### src/rtl/sdram_ex_pkg.sv
// Shared types and constants for the SDRAM example pattern driver.
// Holds the FSM state enum, LFSR taps, error counter width and the lane step function.
package sdram_ex_pkg;

   typedef enum logic [1:0] {
      StIdle,
      StWrite,
      StRead,
      StDrain
   } drv_state_e;

   // Galois feedback mask for x^8+x^4+x^3+x^2+1
   localparam logic [7:0] LfsrTaps = 8'h1D;

   localparam int unsigned ErrCountW = 16;

   function automatic logic [7:0] lfsr_step(input logic [7:0] cur);
      return {cur[6:0], 1'b0} ^ (cur[7] ? LfsrTaps : 8'h00);
   endfunction

endpackage

### src/rtl/sdram_ex_pattern_lfsr.sv
// One 8-bit Galois LFSR lane: reloads its seed on load, advances one step on step.
module sdram_ex_pattern_lfsr
   import sdram_ex_pkg::*;
#(
   parameter logic [7:0] SEED = 8'h01
) (
   input  logic       clk,
   input  logic       reset,
   input  logic       load,
   input  logic       step,
   output logic [7:0] value
);

   logic [7:0] value_q;

   always_ff @(posedge clk or posedge reset) begin
      if (reset) begin
         value_q <= SEED;
      end else if (load) begin
         value_q <= SEED;
      end else if (step) begin
         value_q <= lfsr_step(value_q);
      end
   end

   assign value = value_q;

endmodule

### src/rtl/sdram_ex_pattern_driver.sv
// Self-test sequencer: writes NUM_WORDS LFSR words from BASE_ADDR over Avalon-MM, reads them back
// and compares. Define SDRAM_EX_ERR_CAPTURE_EN to add first-mismatch capture outputs.
module sdram_ex_pattern_driver
   import sdram_ex_pkg::*;
#(
   parameter int unsigned ADDR_W    = 24,
   parameter int unsigned LANES     = 2,
   parameter int unsigned BASE_ADDR = 0,
   parameter int unsigned NUM_WORDS = 256,
   parameter int unsigned MAX_PEND  = 8,
   parameter int unsigned SEED      = 32
) (
   input  logic                 clk,
   input  logic                 reset,
   input  logic                 start,
   output logic                 busy,
   output logic                 done,
   output logic                 pass,
   output logic [ErrCountW-1:0] err_count,
`ifdef SDRAM_EX_ERR_CAPTURE_EN
   output logic [ADDR_W-1:0]    err_addr,
   output logic [8*LANES-1:0]   err_expected,
   output logic [8*LANES-1:0]   err_actual,
`endif
   output logic [ADDR_W-1:0]    avm_address,
   output logic                 avm_write,
   output logic [8*LANES-1:0]   avm_writedata,
   output logic [LANES-1:0]     avm_byteenable,
   output logic                 avm_read,
   input  logic                 avm_waitrequest,
   input  logic [8*LANES-1:0]   avm_readdata,
   input  logic                 avm_readdatavalid
);

   localparam int unsigned DataW = 8 * LANES;
   localparam int unsigned CntW  = $clog2(NUM_WORDS + 1);
   localparam int unsigned PendW = $clog2(MAX_PEND + 1);
   localparam logic [ADDR_W-1:0] BaseAddr = ADDR_W'(BASE_ADDR);
   localparam logic [CntW-1:0]   LastWord = CntW'(NUM_WORDS - 1);
   localparam logic [CntW-1:0]   AllWords = CntW'(NUM_WORDS);
   localparam logic [PendW-1:0]  PendMax  = PendW'(MAX_PEND);

   drv_state_e           state_q, state_d;
   logic [ADDR_W-1:0]    addr_q;
   logic [CntW-1:0]      word_cnt_q;
   logic [CntW-1:0]      rcv_cnt_q;
   logic [PendW-1:0]     pend_q;
   logic [ErrCountW-1:0] err_cnt_q;
   logic                 done_q;
   logic                 pass_q;
   logic [DataW-1:0]     gen_data;
   logic [DataW-1:0]     chk_data;

   logic start_acc, wr_acc, rd_acc, rtn, mismatch;
   logic last_wr, last_rd, drained, lfsr_load;

   assign start_acc = (state_q == StIdle) & start;
   assign wr_acc    = avm_write & ~avm_waitrequest;
   assign rd_acc    = avm_read & ~avm_waitrequest;
   // Returns only count while a read phase is live; stale ones after reset fall on the floor
   assign rtn       = avm_readdatavalid & ((state_q == StRead) | (state_q == StDrain));
   assign mismatch  = rtn & (avm_readdata != chk_data);
   assign last_wr   = wr_acc & (word_cnt_q == LastWord);
   assign last_rd   = rd_acc & (word_cnt_q == LastWord);
   assign drained   = (pend_q == '0) & (rcv_cnt_q == AllWords);
   assign lfsr_load = (state_q == StIdle);

   always_ff @(posedge clk or posedge reset) begin
      if (reset) begin
         state_q <= StIdle;
      end else begin
         state_q <= state_d;
      end
   end

   always_comb begin
      state_d = state_q;
      unique case (state_q)
         StIdle:  if (start)   state_d = StWrite;
         StWrite: if (last_wr) state_d = StRead;
         StRead:  if (last_rd) state_d = StDrain;
         StDrain: if (drained) state_d = StIdle;
      endcase
   end

   // Read throttle looks only at registered pending, so it can never drop mid-stall
   always_comb begin
      busy      = (state_q != StIdle);
      avm_write = (state_q == StWrite);
      avm_read  = (state_q == StRead) & (pend_q < PendMax);
   end

   always_ff @(posedge clk or posedge reset) begin
      if (reset) begin
         addr_q     <= '0;
         word_cnt_q <= '0;
         rcv_cnt_q  <= '0;
         pend_q     <= '0;
         err_cnt_q  <= '0;
         done_q     <= 1'b0;
         pass_q     <= 1'b0;
      end else begin
         if (start_acc) begin
            addr_q     <= BaseAddr;
            word_cnt_q <= '0;
            rcv_cnt_q  <= '0;
            pend_q     <= '0;
            err_cnt_q  <= '0;
            done_q     <= 1'b0;
            pass_q     <= 1'b0;
         end
         if (wr_acc) begin
            addr_q     <= last_wr ? BaseAddr : addr_q + 1'b1;
            word_cnt_q <= last_wr ? '0 : word_cnt_q + 1'b1;
         end
         if (rd_acc) begin
            addr_q     <= addr_q + 1'b1;
            word_cnt_q <= word_cnt_q + 1'b1;
         end
         if (rd_acc & ~rtn) begin
            pend_q <= pend_q + 1'b1;
         end else if (rtn & ~rd_acc & (pend_q != '0)) begin
            pend_q <= pend_q - 1'b1;
         end
         if (rtn) begin
            rcv_cnt_q <= rcv_cnt_q + 1'b1;
         end
         if (mismatch & (err_cnt_q != '1)) begin
            err_cnt_q <= err_cnt_q + 1'b1;
         end
         if ((state_q == StDrain) & drained) begin
            done_q <= 1'b1;
            pass_q <= (err_cnt_q == '0);
         end
      end
   end

   assign done           = done_q;
   assign pass           = pass_q;
   assign err_count      = err_cnt_q;
   assign avm_address    = addr_q;
   assign avm_byteenable = '1;
   assign avm_writedata  = avm_write ? gen_data : '0;

   for (genvar i = 0; i < LANES; i++) begin : g_lane
      localparam logic [7:0] LaneSeed = 8'((SEED + i) % 256);

      sdram_ex_pattern_lfsr #(
         .SEED (LaneSeed)
      ) u_gen (
         .clk   (clk),
         .reset (reset),
         .load  (lfsr_load),
         .step  (wr_acc),
         .value (gen_data[8*i +: 8])
      );

      sdram_ex_pattern_lfsr #(
         .SEED (LaneSeed)
      ) u_chk (
         .clk   (clk),
         .reset (reset),
         .load  (lfsr_load),
         .step  (rtn),
         .value (chk_data[8*i +: 8])
      );
   end

`ifdef SDRAM_EX_ERR_CAPTURE_EN
   logic [ADDR_W-1:0] rcv_addr_q;
   logic              err_seen_q;
   logic [ADDR_W-1:0] err_addr_q;
   logic [DataW-1:0]  err_exp_q;
   logic [DataW-1:0]  err_act_q;

   always_ff @(posedge clk or posedge reset) begin
      if (reset) begin
         rcv_addr_q <= '0;
         err_seen_q <= 1'b0;
         err_addr_q <= '0;
         err_exp_q  <= '0;
         err_act_q  <= '0;
      end else if (start_acc) begin
         rcv_addr_q <= BaseAddr;
         err_seen_q <= 1'b0;
         err_addr_q <= '0;
         err_exp_q  <= '0;
         err_act_q  <= '0;
      end else begin
         if (rtn) begin
            rcv_addr_q <= rcv_addr_q + 1'b1;
         end
         if (mismatch & ~err_seen_q) begin
            err_seen_q <= 1'b1;
            err_addr_q <= rcv_addr_q;
            err_exp_q  <= chk_data;
            err_act_q  <= avm_readdata;
         end
      end
   end

   assign err_addr     = err_addr_q;
   assign err_expected = err_exp_q;
   assign err_actual   = err_act_q;
`endif

endmodule

### config.mk
export PLATFORM = sky130hd
export DESIGN_NAME = sdram_ex_pattern_driver
export DESIGN_NICKNAME = d
export VERILOG_FILES = /design/src/rtl/sdram_ex_pkg.sv /design/src/rtl/sdram_ex_pattern_lfsr.sv /design/src/rtl/sdram_ex_pattern_driver.sv
export SDC_FILE = /design/constraint.sdc
export NUM_CORES = 1
export LEC_CHECK = 0
export ABC_CLOCK_PERIOD_IN_PS = 5900
export CAP_MARGIN = 40
export CORE_MARGIN = 4
export CORE_UTILIZATION = 59
export DETAILED_ROUTE_END_ITERATION = 8
export MAX_ROUTING_LAYER = met4
export PLACE_DENSITY = 0.92
export SETUP_SLACK_MARGIN = 0.02
export SKIP_CTS_REPAIR_TIMING = 1
export SLEW_MARGIN = 20
export SYNTH_ARGS = -nofsm -noshare
export SYNTH_HDL_FRONTEND = slang
export SYNTH_SLANG_ARGS = --single-unit
### constraint.sdc
create_clock -name clk -period 5.9 [get_ports clk]
set_input_delay 1.18 -clock clk [delete_from_list [all_inputs] [get_ports clk]]
set_output_delay 1.18 -clock clk [all_outputs]
set_load 0.01 [all_outputs]
== Word-level counts from Yosys, hierarchy flattened ==
Index checks and enable logic that the tools add are counted.
Storage, ports and cells
  word-level logic and storage cells: 100
  memories kept: 0
  ROM bits: 0
  input bits: 21
  bits in latches: 0
  bits in registers: 98
  RAM bits: 0
Cells by class
  shift-type cells: 0
  reduce and logical (&&, ||, !) cells: 13
  $lt $le $gt $ge: 1
  multiplexer cells: 35
  bitwise logic cells: 22
  add/sub/neg operators: 6
  eq/ne operators: 11
  div/mod/pow operators: 0
  multipliers: 0
Operators by type and width (number)
  24-bit two-way mux: 4
  8-bit two-way mux: 8
  16-bit two-way mux: 3
  9-bit two-way mux: 5
  8-bit bitwise XOR: 4
  24-bit by 1-bit adder with 24-bit output, second input constant: 1
  5-bit two-way mux: 4
  9-bit by 1-bit adder with 9-bit output, second input constant: 2
  16-bit by 1-bit adder with 16-bit output, second input constant: 1
  16-bit zero test: 1
  16-bit inequality test: 1
  16-bit inequality test, second input constant: 1
  1-bit AND: 14
  4-bit two-way mux: 3
  2-bit nonzero test: 6
  9-bit by 8-bit == test with 1-bit output, second input constant: 1
  9-bit == test, second input constant: 1
  2-bit two-way mux: 4
  2-bit one-hot mux with 4 select lines: 1
  2-bit inequality test, second input constant: 3
  3-bit nonzero test: 2
  4-bit by 1-bit adder with 4-bit output, second input constant: 1
  2-bit == test, second input constant: 2
  4-bit zero test: 1
  other kinds (10): 14

== Logic depth before layout (Yosys ltp) ==
  word-level depth: 8
  depth in mapped cells: 9
  gate-level depth less buffers: 9

== Hierarchy ==
From an unflattened synthesis, not the netlist that was laid out.
Second synthesis, totals
  cell total of the unflattened synthesis: 584
  area total of the unflattened synthesis: 5504.0 µm²
Modules (own cells, without submodules)
  sdram_ex_pattern_driver: instances 1, area an instance 4080.2 µm², cells an instance 460, sequential area each 1651.6 µm²
  sdram_ex_pattern_lfsr at g_lane[1].u_chk ...: instances 2, area an instance 360.3 µm², cells an instance 31, sequential area each 202.7 µm²
  sdram_ex_pattern_lfsr at g_lane[0].u_chk ...: instances 2, area an instance 351.6 µm², cells an instance 31, sequential area each 201.4 µm²

== Worst setup path after synthesis ==
No wires, ideal clock.
  path type: register to output
  start: register state_q[1]
  end: output port avm_writedata[14]
  cell stages (with the launch flop): 6
  arrival: 1348 ps
  setup slack: 3372 ps
  path through: dfrtp_1 inv_1 ha_1 clkbuf_1 clkbuf_1 and2_1
Between the ends
  longest elaborated chain between the ends: 2
Ends and longest elaborated chain
  start: declaration: RTL line sdram_ex_pattern_driver.sv:43  | drv_state_e state_q, state_d;
  start signal: assignment: RTL line sdram_ex_pattern_driver.sv:70  | state_q <= StIdle;
  start signal: assignment: RTL line sdram_ex_pattern_driver.sv:72  | state_q <= state_d;
  2-bit by 1-bit == test with 1-bit output: RTL line sdram_ex_pattern_driver.sv:89  | avm_write = (state_q == StWrite);
  named net avm_write: RTL line sdram_ex_pattern_driver.sv:26  | output logic avm_write,
  16-bit two-way mux: RTL line sdram_ex_pattern_driver.sv:143  | assign avm_writedata = avm_write ? gen_data : '0;
  end: declaration: RTL line sdram_ex_pattern_driver.sv:27  | output logic [8*LANES-1:0] avm_writedata,
The timed path passes the listed nets, and every way through them passes these cells.

== Worst setup path in the final report ==
  start: register state_q[0]
  end: output port busy
Between the ends
  longest elaborated chain between the ends: 1
Ends and longest elaborated chain
  2-bit nonzero test: RTL line sdram_ex_pattern_driver.sv:88  | busy = (state_q != StIdle);
  end: declaration: RTL line sdram_ex_pattern_driver.sv:16  | output logic busy,
Every way passes these cells.

==> out/summary.txt <==
outcome - completed
Ys Warns - 0
required time of the critical path - 4720 ps
CP peak stage delay - 560 ps
post-synthesis mux area share - 0.0112
clock share of power - 0.291
Die Area - 0.0109 mm^2
R2R setup slack - 2980 ps
CTS Buf Count - 9
# nets final - 699
max-cap violations - 0
share of cells above drive strength 1 - 0.0643
hold crit path type - reg2reg
asr flop ratio synth - 1.00
RSZ-0062 raised after global routing - false
Mapped Area - 0.00549 mm^2
Core Rows - 34
CTS tree - built
Syn Inst Count - 598
detailed placer's ending HPWL - 9320 um
FMAX - 272 MHz
Flop pwr share - 0.526
H-tree depth - 3
Die W - 104 um
CP max FO - 16
Max Slew Vio Count - 0
final wirelength - 13200 um
Iteration-0 DRC Markers - 286
WP data arrival - 2490 ps
worst path cell trace - inv_1 -> ha_1 -> buf_6 -> clkinv_1 -> clkdlybuf4s50_1
Net Switching - 0.408 mW
leakage - 2.81 nW
IO Port Bufs - 81
crit start category - flip-flop
WS Path Type - reg2out
GPL Wtd Cong - 0.852
Final period util - 0.623
setup TNS - 0 ps
hold_ws - 484 ps
# DRC - 0
CP endpoint kind - output pin
TritonCTS Sinks - 98
largest area contributor in the netlist - dfrtp_1
Slew headroom - 0.419
Core Area - 0.00889 mm^2
most frequent cells in the layout - dfrtp_1, clkdlybuf4s50_1, nand2_1
post-synthesis compound-gate area fraction - 0.164
aggregate global-route resource usage - 0.250
area added between synthesis and finish - 19.2%
Tmin final - 3670 ps
Die Y - 104 um
number of global-route vias before repair - 4712
largest family of logic cells by synthesized area - simple AND/OR/NAND/NOR gates
first-pass GRT wire length - 22300 um
via/cell ratio - 6.21
Layout Utilization - 0.736
clock-pin slew on the worst setup and hold paths - 90 ps
clk root buf - clkbuf_8
Internal - 1.09 mW
top cells by area, synth - dfrtp_1, nand2_1, xor2_1
Initial Util - 0.617
mean routed wirelength per cell - 17.0 um
largest net degree at the start of global routing - 56
final setup vio count - 0
CP max-delay cell - ha_1
num ports - 84
Mean Syn Cell Area - 9.18 um^2
initial antenna violation count - 0
switching portion of total power - 0.272
Clock Skew - 11.1 ps
PD cells - 229 mW/mm^2
Synth cell types - 59
Vias - 4822
Post-Synth XOR/XNOR Area - 0.0798
sequential element share of the synthesized area - 0.448
GR Overflow Total - 0
Hold Violations, Final - 0
Post-Synth Simple-Gate Area - 0.217
VDD IR max - 0.145 mV
Synth Area in Adders - 0.0319
combinational share of power - 0.183
TritonRoute pass-1 iters - 5
Post-synth EDFFs - 0
Clock Latency Late Sink - 360 ps
Seq cells post-synth - 98
Top FF cell, synth - dfrtp_1
Longest Clk Path Bufs - 2
Final ANT Viol Nets - 0
most common cell after layout, fill and taps aside - dfrtp_1
slew of the pin with the lowest slew margin - 872 ps
share of the synthesized area in the top cell type - 0.419
Ant. Diodes - 0
[worst paths after layout]
kind	cells past startpoint	startpoint	end
min in group asynchronous	2	reset	g_lane[1].u_gen.value[2]$_DFFE_PP0P_
min reg2reg	2	done$_DFFE_PP0P_	done$_DFFE_PP0P_
max in group asynchronous	4	reset	state_q[1]$_DFFE_PP0P_
max	5	state_q[0]$_DFFE_PP0P_	busy
max reg2reg	6	state_q[0]$_DFFE_PP0P_	word_cnt_q[5]$_DFFE_PP0P_
min	2	done$_DFFE_PP0P_	done$_DFFE_PP0P_
[cells in the mapped netlist (all sizes together) (6+ instances only)]
| master | instances |
|---|---|
| and3 | 9 |
| clkbuf | 18 |
| o21ai | 36 |
| o31ai | 6 |
| nor2 | 45 |
| dfstp | 6 |
| o211ai | 9 |
| ha | 14 |
| buf | 15 |
| o2111ai | 11 |
| a211oi | 14 |
| a21oi | 29 |
| nor3 | 10 |
| xnor2 | 18 |
| nand2b | 8 |
| inv | 25 |
| nand3 | 25 |
| or3 | 9 |
| nand4 | 17 |
| nor4 | 9 |
| and2 | 18 |
| xor2 | 32 |
| nand2 | 75 |
| dfrtp | 92 |
[worst max-delay path, delay by kind of cell (launching register included)]
kind	cells	cell delay, ps
adder cells (fa/ha/maj)	1	560
buffers and inverters	4	1160
flip-flops	1	420
[stage by stage]
stage | power, mW | setup slack (ps) | area (um^2) | cells
detailed placement | 1.07 | 2250 | 6300 | 758
global placement | 1.06 | 2340 | 6290 | 757
CTS | 1.50 | 2230 | 6500 | 774
floorplan | 0.938 | 2170 | 5490 | 599
global route | 1.57 | 2100 | 6540 | 777
finish | 1.50 | 2230 | 6540 | 777
[area by class of cell]
cell class | count | area [um^2]
Inverter | 26 | 98.8
Clock inverter | 4 | 51.3
Timing Repair Buffer | 87 | 880
Sequential cell | 98 | 2460
Clock buffer | 12 | 145
Multi-Input combinational cell | 442 | 2770
Fill cell | 643 | 2350
Tap cell | 108 | 135
[logic make-up after synthesis]
group / count (synthesis)
other: 1
and+or+nand+nor: 238
adders and majority gates: 14
DFF: 98
AOI/OAI and AO/OA: 132
buffers and inverters: 59
xor gates and xnor gates: 50
muxes: 6
[flip-flops by register name, indices dropped and copies added, names as in the netlist]
register	cells
avm_address	24
done	1
err_count	16
g_lane.u_chk.value	16
g_lane.u_gen.value	16
pass	1
pend_q	4
rcv_cnt_q	9
state_q	2
word_cnt_q	9
[power groups by stage]
stage | Combinational, mW | Clock (mW) | Sequential, mW
after floorplan | 0.156 | 0 | 0.782
after global placement | 0.265 | 0 | 0.798
after detailed placement | 0.274 | 0 | 0.800
after CTS | 0.276 | 0.439 | 0.789
after global routing | 0.299 | 0.472 | 0.798
final | 0.275 | 0.436 | 0.790
[metal layers]
| layer | global-route usage | part of all wire | up-vias |
|---|---|---|---|
| met3 | 0.0329 | 0.048 | 32 |
| li1 | - | - | 2251 |
| met1 | 0.320 | 0.41 | 2360 |
| met4 | 0.0769 | 0.021 | 0 |
| met5 | - | 0 | - |
| met2 | 0.415 | 0.52 | 179 |
No activity file was read; power rests on OpenSTA's default activity.
